## src/rtl/sap_ctrl_pkg.sv

```systemverilog
// rtl/sap_ctrl_pkg.sv - control-word bit layout, opcodes and fetch words for the SAP microcode sequencer
package sap_ctrl_pkg;

    localparam int CTRL_W = 16;

    localparam int B_HLT        = 15;
    localparam int B_PC_INC     = 14;
    localparam int B_PC_EN      = 13;
    localparam int B_PC_LOAD    = 12;
    localparam int B_MEM_LOAD   = 11;
    localparam int B_MEM_EN     = 10;
    localparam int B_RAM_WE     = 9;
    localparam int B_IR_LOAD    = 8;
    localparam int B_IR_EN      = 7;
    localparam int B_A_LOAD     = 6;
    localparam int B_A_EN       = 5;
    localparam int B_B_LOAD     = 4;
    localparam int B_ADDER_SUB  = 3;
    localparam int B_ADDER_EN   = 2;
    localparam int B_OUT_LOAD   = 1;
    localparam int B_FLAGS_LOAD = 0;

    localparam logic [CTRL_W-1:0] C_HLT        = 16'd1 << B_HLT;
    localparam logic [CTRL_W-1:0] C_PC_INC     = 16'd1 << B_PC_INC;
    localparam logic [CTRL_W-1:0] C_PC_EN      = 16'd1 << B_PC_EN;
    localparam logic [CTRL_W-1:0] C_PC_LOAD    = 16'd1 << B_PC_LOAD;
    localparam logic [CTRL_W-1:0] C_MEM_LOAD   = 16'd1 << B_MEM_LOAD;
    localparam logic [CTRL_W-1:0] C_MEM_EN     = 16'd1 << B_MEM_EN;
    localparam logic [CTRL_W-1:0] C_RAM_WE     = 16'd1 << B_RAM_WE;
    localparam logic [CTRL_W-1:0] C_IR_LOAD    = 16'd1 << B_IR_LOAD;
    localparam logic [CTRL_W-1:0] C_IR_EN      = 16'd1 << B_IR_EN;
    localparam logic [CTRL_W-1:0] C_A_LOAD     = 16'd1 << B_A_LOAD;
    localparam logic [CTRL_W-1:0] C_A_EN       = 16'd1 << B_A_EN;
    localparam logic [CTRL_W-1:0] C_B_LOAD     = 16'd1 << B_B_LOAD;
    localparam logic [CTRL_W-1:0] C_ADDER_SUB  = 16'd1 << B_ADDER_SUB;
    localparam logic [CTRL_W-1:0] C_ADDER_EN   = 16'd1 << B_ADDER_EN;
    localparam logic [CTRL_W-1:0] C_OUT_LOAD   = 16'd1 << B_OUT_LOAD;
    localparam logic [CTRL_W-1:0] C_FLAGS_LOAD = 16'd1 << B_FLAGS_LOAD;

    localparam logic [3:0] OP_LDA = 4'h0;
    localparam logic [3:0] OP_ADD = 4'h1;
    localparam logic [3:0] OP_SUB = 4'h2;
    localparam logic [3:0] OP_STA = 4'h3;
    localparam logic [3:0] OP_LDI = 4'h4;
    localparam logic [3:0] OP_JMP = 4'h5;
    localparam logic [3:0] OP_JC  = 4'h6;
    localparam logic [3:0] OP_JZ  = 4'h7;
    localparam logic [3:0] OP_OUT = 4'hE;
    localparam logic [3:0] OP_HLT = 4'hF;

    localparam logic [CTRL_W-1:0] W_T0 = C_PC_EN | C_MEM_LOAD;
    localparam logic [CTRL_W-1:0] W_T1 = C_MEM_EN | C_IR_LOAD;
    localparam logic [CTRL_W-1:0] W_T2 = C_PC_INC;

    // Opcodes 0x8..0xD have no defined execute behaviour.
    function automatic logic is_unassigned_op(input logic [3:0] op);
        return (op >= 4'h8) && (op <= 4'hD);
    endfunction

endpackage

```

## src/rtl/microcode_rom.sv

```systemverilog
// rtl/microcode_rom.sv - combinational (step, opcode, flags) -> control word and last-step map
module microcode_rom
    import sap_ctrl_pkg::*;
#(
    parameter int STEP_W = 3
) (
    input  logic [STEP_W-1:0] step,
    input  logic [3:0]        opcode,
    input  logic              flag_c,
    input  logic              flag_z,
    output logic [CTRL_W-1:0] word,
    output logic              last
);

    // Fetch words ignore opcode/flags; execute words decode from T3 on; T6+ are empty.
    always_comb begin
        word = '0;
        last = 1'b0;
        case (int'(step))
            0: word = W_T0;
            1: word = W_T1;
            2: word = W_T2;
            3: begin
                case (opcode)
                    OP_LDA, OP_ADD, OP_SUB, OP_STA: word = C_IR_EN | C_MEM_LOAD;
                    OP_LDI: begin
                        word = C_IR_EN | C_A_LOAD;
                        last = 1'b1;
                    end
                    OP_JMP: begin
                        word = C_IR_EN | C_PC_LOAD;
                        last = 1'b1;
                    end
                    OP_JC: begin
                        word = flag_c ? (C_IR_EN | C_PC_LOAD) : '0;
                        last = 1'b1;
                    end
                    OP_JZ: begin
                        word = flag_z ? (C_IR_EN | C_PC_LOAD) : '0;
                        last = 1'b1;
                    end
                    OP_OUT: begin
                        word = C_A_EN | C_OUT_LOAD;
                        last = 1'b1;
                    end
                    OP_HLT: word = C_HLT;
                    default: begin
`ifdef SEQ_ILLEGAL_TRAP_EN
                        word = C_HLT;
`else
                        word = '0;
`endif
                        last = 1'b1;
                    end
                endcase
            end
            4: begin
                case (opcode)
                    OP_LDA: begin
                        word = C_MEM_EN | C_A_LOAD;
                        last = 1'b1;
                    end
                    OP_ADD, OP_SUB: word = C_MEM_EN | C_B_LOAD;
                    OP_STA: begin
                        word = C_A_EN | C_RAM_WE;
                        last = 1'b1;
                    end
                    default: word = '0;
                endcase
            end
            5: begin
                case (opcode)
                    OP_ADD: begin
                        word = C_ADDER_EN | C_A_LOAD | C_FLAGS_LOAD;
                        last = 1'b1;
                    end
                    OP_SUB: begin
                        word = C_ADDER_EN | C_ADDER_SUB | C_A_LOAD | C_FLAGS_LOAD;
                        last = 1'b1;
                    end
                    default: word = '0;
                endcase
            end
            default: word = '0;
        endcase
    end

endmodule

```

## src/rtl/microcode_sequencer.sv

```systemverilog
// rtl/microcode_sequencer.sv - registered SAP control-word sequencer; SEQ_ILLEGAL_TRAP_EN enables the illegal-opcode trap
module microcode_sequencer
    import sap_ctrl_pkg::*;
#(
    parameter int NUM_STEPS = 6,
    parameter int EARLY_END = 1,
    parameter int STEP_W    = 3
) (
    input  logic              clk,
    input  logic              rst,
    input  logic              run,
    input  logic [3:0]        opcode,
    input  logic              flag_c,
    input  logic              flag_z,
    output logic [CTRL_W-1:0] ctrl,
    output logic [STEP_W-1:0] step,
    output logic              halted,
    output logic              illegal
);

    localparam logic [STEP_W-1:0] LAST_STEP = STEP_W'(NUM_STEPS - 1);

    logic [STEP_W-1:0] step_q, step_d;
    logic [CTRL_W-1:0] ctrl_q, ctrl_d;
    logic              halted_q, halted_d;
    logic [CTRL_W-1:0] rom_word;
    logic              rom_last;
    logic              end_of_instr;

    microcode_rom #(.STEP_W(STEP_W)) u_rom (
        .step   (step_q),
        .opcode (opcode),
        .flag_c (flag_c),
        .flag_z (flag_z),
        .word   (rom_word),
        .last   (rom_last)
    );

`ifdef SEQ_ILLEGAL_TRAP_EN
    logic illegal_q, illegal_d;
`endif

    // Next step/word: halt dominates stall, stall blanks the word, otherwise issue and advance.
    always_comb begin
        step_d       = step_q;
        ctrl_d       = ctrl_q;
        halted_d     = halted_q;
        end_of_instr = ((EARLY_END != 0) && rom_last) || (step_q == LAST_STEP);
`ifdef SEQ_ILLEGAL_TRAP_EN
        illegal_d    = illegal_q;
`endif
        if (halted_q) begin
            ctrl_d = C_HLT;
        end else if (!run) begin
            ctrl_d = '0;
        end else begin
            ctrl_d = rom_word;
            step_d = end_of_instr ? '0 : step_q + STEP_W'(1);
            if (rom_word[B_HLT]) begin
                halted_d = 1'b1;
            end
`ifdef SEQ_ILLEGAL_TRAP_EN
            if ((int'(step_q) == 3) && is_unassigned_op(opcode)) begin
                illegal_d = 1'b1;
            end
`endif
        end
    end

    // State registers with synchronous reset overriding run and halt.
    always_ff @(posedge clk) begin
        if (rst) begin
            step_q   <= '0;
            ctrl_q   <= '0;
            halted_q <= 1'b0;
        end else begin
            step_q   <= step_d;
            ctrl_q   <= ctrl_d;
            halted_q <= halted_d;
        end
    end

`ifdef SEQ_ILLEGAL_TRAP_EN
    // Sticky illegal-opcode flag, cleared only by reset.
    always_ff @(posedge clk) begin
        if (rst) begin
            illegal_q <= 1'b0;
        end else begin
            illegal_q <= illegal_d;
        end
    end

    assign illegal = illegal_q;
`else
    assign illegal = 1'b0;
`endif

    assign ctrl   = ctrl_q;
    assign step   = step_q;
    assign halted = halted_q;

endmodule

```

## config.mk

```make
export PLATFORM = sky130hd
export DESIGN_NAME = microcode_sequencer
export DESIGN_NICKNAME = d
export VERILOG_FILES = /design/src/rtl/sap_ctrl_pkg.sv /design/src/rtl/microcode_rom.sv /design/src/rtl/microcode_sequencer.sv
export SDC_FILE = /design/constraint.sdc
export NUM_CORES = 1
export LEC_CHECK = 0
export ABC_CLOCK_PERIOD_IN_PS = 2000
export CAP_MARGIN = 20
export CORE_ASPECT_RATIO = 0.7
export CORE_MARGIN = 10
export CORE_UTILIZATION = 43
export DETAILED_ROUTE_END_ITERATION = 8
export PLACE_DENSITY = 0.78
export SYNTH_ARGS = -nofsm -noshare
export SYNTH_HDL_FRONTEND = slang
export SYNTH_SLANG_ARGS = --single-unit
```

## constraint.sdc

```tcl
create_clock -name clk -period 2 [get_ports clk]
set_input_delay 0.4 -clock clk [delete_from_list [all_inputs] [get_ports clk]]
set_output_delay 0.4 -clock clk [all_outputs]
set_load 0.005 [all_outputs]
```

==> impl_results.md <==
* Ys async rst share at 0
* Via Count at 790
* Max-Cap Viols at 0
* Initial antenna violation count at 0
* Clock power frac at 0.310
* Die area at 4170 um2
* Worst Tran Pin Value at 549 ps
* Post-synth EDFFs at 0
* First-pass GRT wire length at 3.66 mm
* Pin count of the biggest net entering global routing at 11
* Slowest-stage cell, CP: dfxtp_1
* Worst Path Required at 2220 ps
* Met3 usage at 0.0639
* Synthesized instance count at 90
* Port buffer count at 28
* Slew Viols, Final at 0
* Worst Path Arrival at 2030 ps
* Int Pwr at 0.000541 W
* Antenna cells at 0
* Synthesized cell area at 846 um2
* DRC at 0
* Final nets at 136
* RSZ-0062 raised after global routing: false
* GRT Total Usage at 0.109
* Detailed Routing Iterations Pass 1 at 4
* Final setup viols at 0
* DRT Wirelength at approximately 2.3 mm
* Clock tree root buffer cell: clkbuf_4
* Vias in the first global route at 775
* PwrDens at 606 nW/um2
* #FFs+latches synth at 18
* Status: finished, final reports clean
* Yosys warning count at 0
* M2 GR Usage at 0.165
* Core box area at 1850 um2
* Site row count at 13
* Final Cell Area at 1190 um2
* CTS tree: yes
* Worst Path Max Fanout at 6
* Flop pwr share at 0.521
* Post-cts gate resize count at 0
* Drt wl/cell at about 16 um
* WP buf/inv at 1
* Fraction of final layout cells with drive strength greater than 1 at 0.0909
* Crit Path Class: reg2reg
* Clk sinks at 18
* Sw power at 0.000180 W
* Worst rel slew slack at 0.630
* Switching part of the total at 0.249
* Tmin final at about 1800 ps
* Total setup buffers inserted after CTS at 0
* Hold Fails Final Rpt at 0
* Register area share after synthesis at 0.426
* Max clock buf depth at 2
* Critical path cell sequence: inv_1 > ha_1 > and4bb_1 > a221o_1 > o31ai_1
* Reg clk slew, reported paths at around 110 ps
* Setup TNS at 0 ps
* I/O Pins at 30
* Post-route ant nets at 0
* Area grow syn2layout at 40.7%
* Die height at 57.1 um
* Worst hold path class: reg2reg
* Die width at ~73 um
* CTS buffer count at 3
* Peak supply drop at roughly 0.46 mV
* DP Area at between 1000 and 1500 um2
* F_max at 552 MHz
* Crit path max-delay family: compound AO/OA/AOI/OAI gates
* Share of the synthesized area in the top cell type at 0.426
* Htree depth at 1
* Leading register cell type out of synthesis: dfxtp_1
* GRT busiest layer: met2
* Area leader, netlist: dfxtp_1
* Mean Syn Cell Area at 9.40 um2
* Gate power share at 0.169
* Overflow after GRT at 0
* DRT iter0 DRCs at 39
* Final period utilization at 0.906
* Leak at roughly 0.47 nW
* Hold buffer count at cts at 0
* Slowest stage delay, CP at roughly 460 ps
* Dpl hpwl at approximately 1.8 mm
* Top post-synthesis cells by area: dfxtp_1 (43%), ha_1 (7.4%), nor3_1 (3.6%)
* CP endpoint kind: flip-flop
* Latest clock arrival within the worst-skew pair at 300 ps
* Yosys cell types at 31
* Worst Clk Skew at roughly 12 ps
* Met1 usage in global routing at 0.131
* Initial Util at 0.456
* GP Congestion at 0.854
* Crit start category: flip-flop
* Via density at 5.52
* Syn_nets at 104
## registers in the layout, summed over array words and instances, names as in the netlist
register / cells
ctrl: 15
step: 3
## kinds of logic (layout without fill, tap and decap cells)
kind of cell | after synthesis | after routing | synth area share
simple gates | 37 | 37 | 0.263
flops | 18 | 18 | 0.426
compound gates | 14 | 14 | 0.127
buf+inv | 12 | 43 | 0.0710
fa+ha+maj | 5 | 5 | 0.0740
mux | 2 | 2 | 0.0237
other cells | 1 | 1 | 0.00443
xor+xnor | 1 | 1 | 0.0104
## cell usage after synthesis (2+ instances only)
cell / instances
a21oi_1: 3
a41oi_1: 2
and2_1: 3
and3_1: 2
buf_2: 3
buf_4: 3
dfxtp_1: 18
ha_1: 5
inv_1: 6
mux2i_1: 2
nand2_1: 6
nand3b_1: 3
nor2_1: 5
nor2b_1: 3
nor3_1: 6
nor3b_1: 2
o21ai_0: 2
o31ai_1: 3
## routing by layer
layer / up-vias / wire length (um) / share of wire
met1: 373 / 996 / 0.44
met3: 2 / 259 / 0.11
li1: 379 / - / -
met4: 0 / 8 / 0.0035
met2: 36 / 1010 / 0.44
met5: - / 0 / 0
## per-stage QoR
stage	power, W	hold slack (ps)	utilization	cells	setup slack, ps
after global placement	0.000500	551	0.622	139	87.0
after floorplan	0.000444	472	-	90	460
after global routing	0.000753	612	0.642	143	67.1
after detailed placement	0.000504	565	0.622	139	17.9
after CTS	0.000728	585	0.642	143	206
final	0.000721	586	0.642	143	189
## final timing paths
path              slack (ps)  startpoint  endpoint  cells after the start
setup / recovery         190     step[0]   step[2]                      5
hold / removal           590     step[1]   step[1]                      2
setup reg to reg         190     step[0]   step[2]                      5
hold reg to reg          590     step[1]   step[1]                      2
## power by group through the flow
stage               Clock, W  Combinational [W]  Sequential [W]
floorplan                  0          0.0000612        0.000383
global placement           0           0.000117        0.000383
detailed placement         0           0.000120        0.000384
CTS                 0.000232           0.000121        0.000376
global route        0.000244           0.000133        0.000377
finish              0.000223           0.000122        0.000375
## area by class of cell
cell class | count | area [um2]
multi-input cells | 60 | 425
flip-flops and latches | 18 | 360
fillers | 173 | 664
clock buffers | 4 | 36.3
inverters | 6 | 22.5
repair buffers | 33 | 318
well taps | 22 | 27.5
## cell usage in the layout, fill, tap and decap left out, types with 2 or more instances in the layout
cell / synthesis / routed
a21oi_1: 3 / 3
clkdlybuf4s50_1: 0 / 28
clkbuf_4: 0 / 3
dfxtp_1: 18 / 18
nor3_1: 6 / 6
nand2_1: 6 / 6
o31ai_1: 3 / 3
nor2b_1: 3 / 3
mux2i_1: 2 / 2
nand3b_1: 3 / 3
a41oi_1: 2 / 2
ha_1: 5 / 5
o21ai_0: 2 / 2
inv_1: 6 / 6
buf_4: 3 / 5
nor3b_1: 2 / 2
and2_1: 3 / 3
nor2_1: 5 / 5
and3_1: 2 / 2
## worst min-delay path: cells and delay by family, from the launching register on
kind | cells | cell delay, ps
and+or+nand+nor | 1 | 110
DFF | 1 | 370
AOI/OAI and AO/OA | 1 | 60
Power figures use the tool's default switching activity.
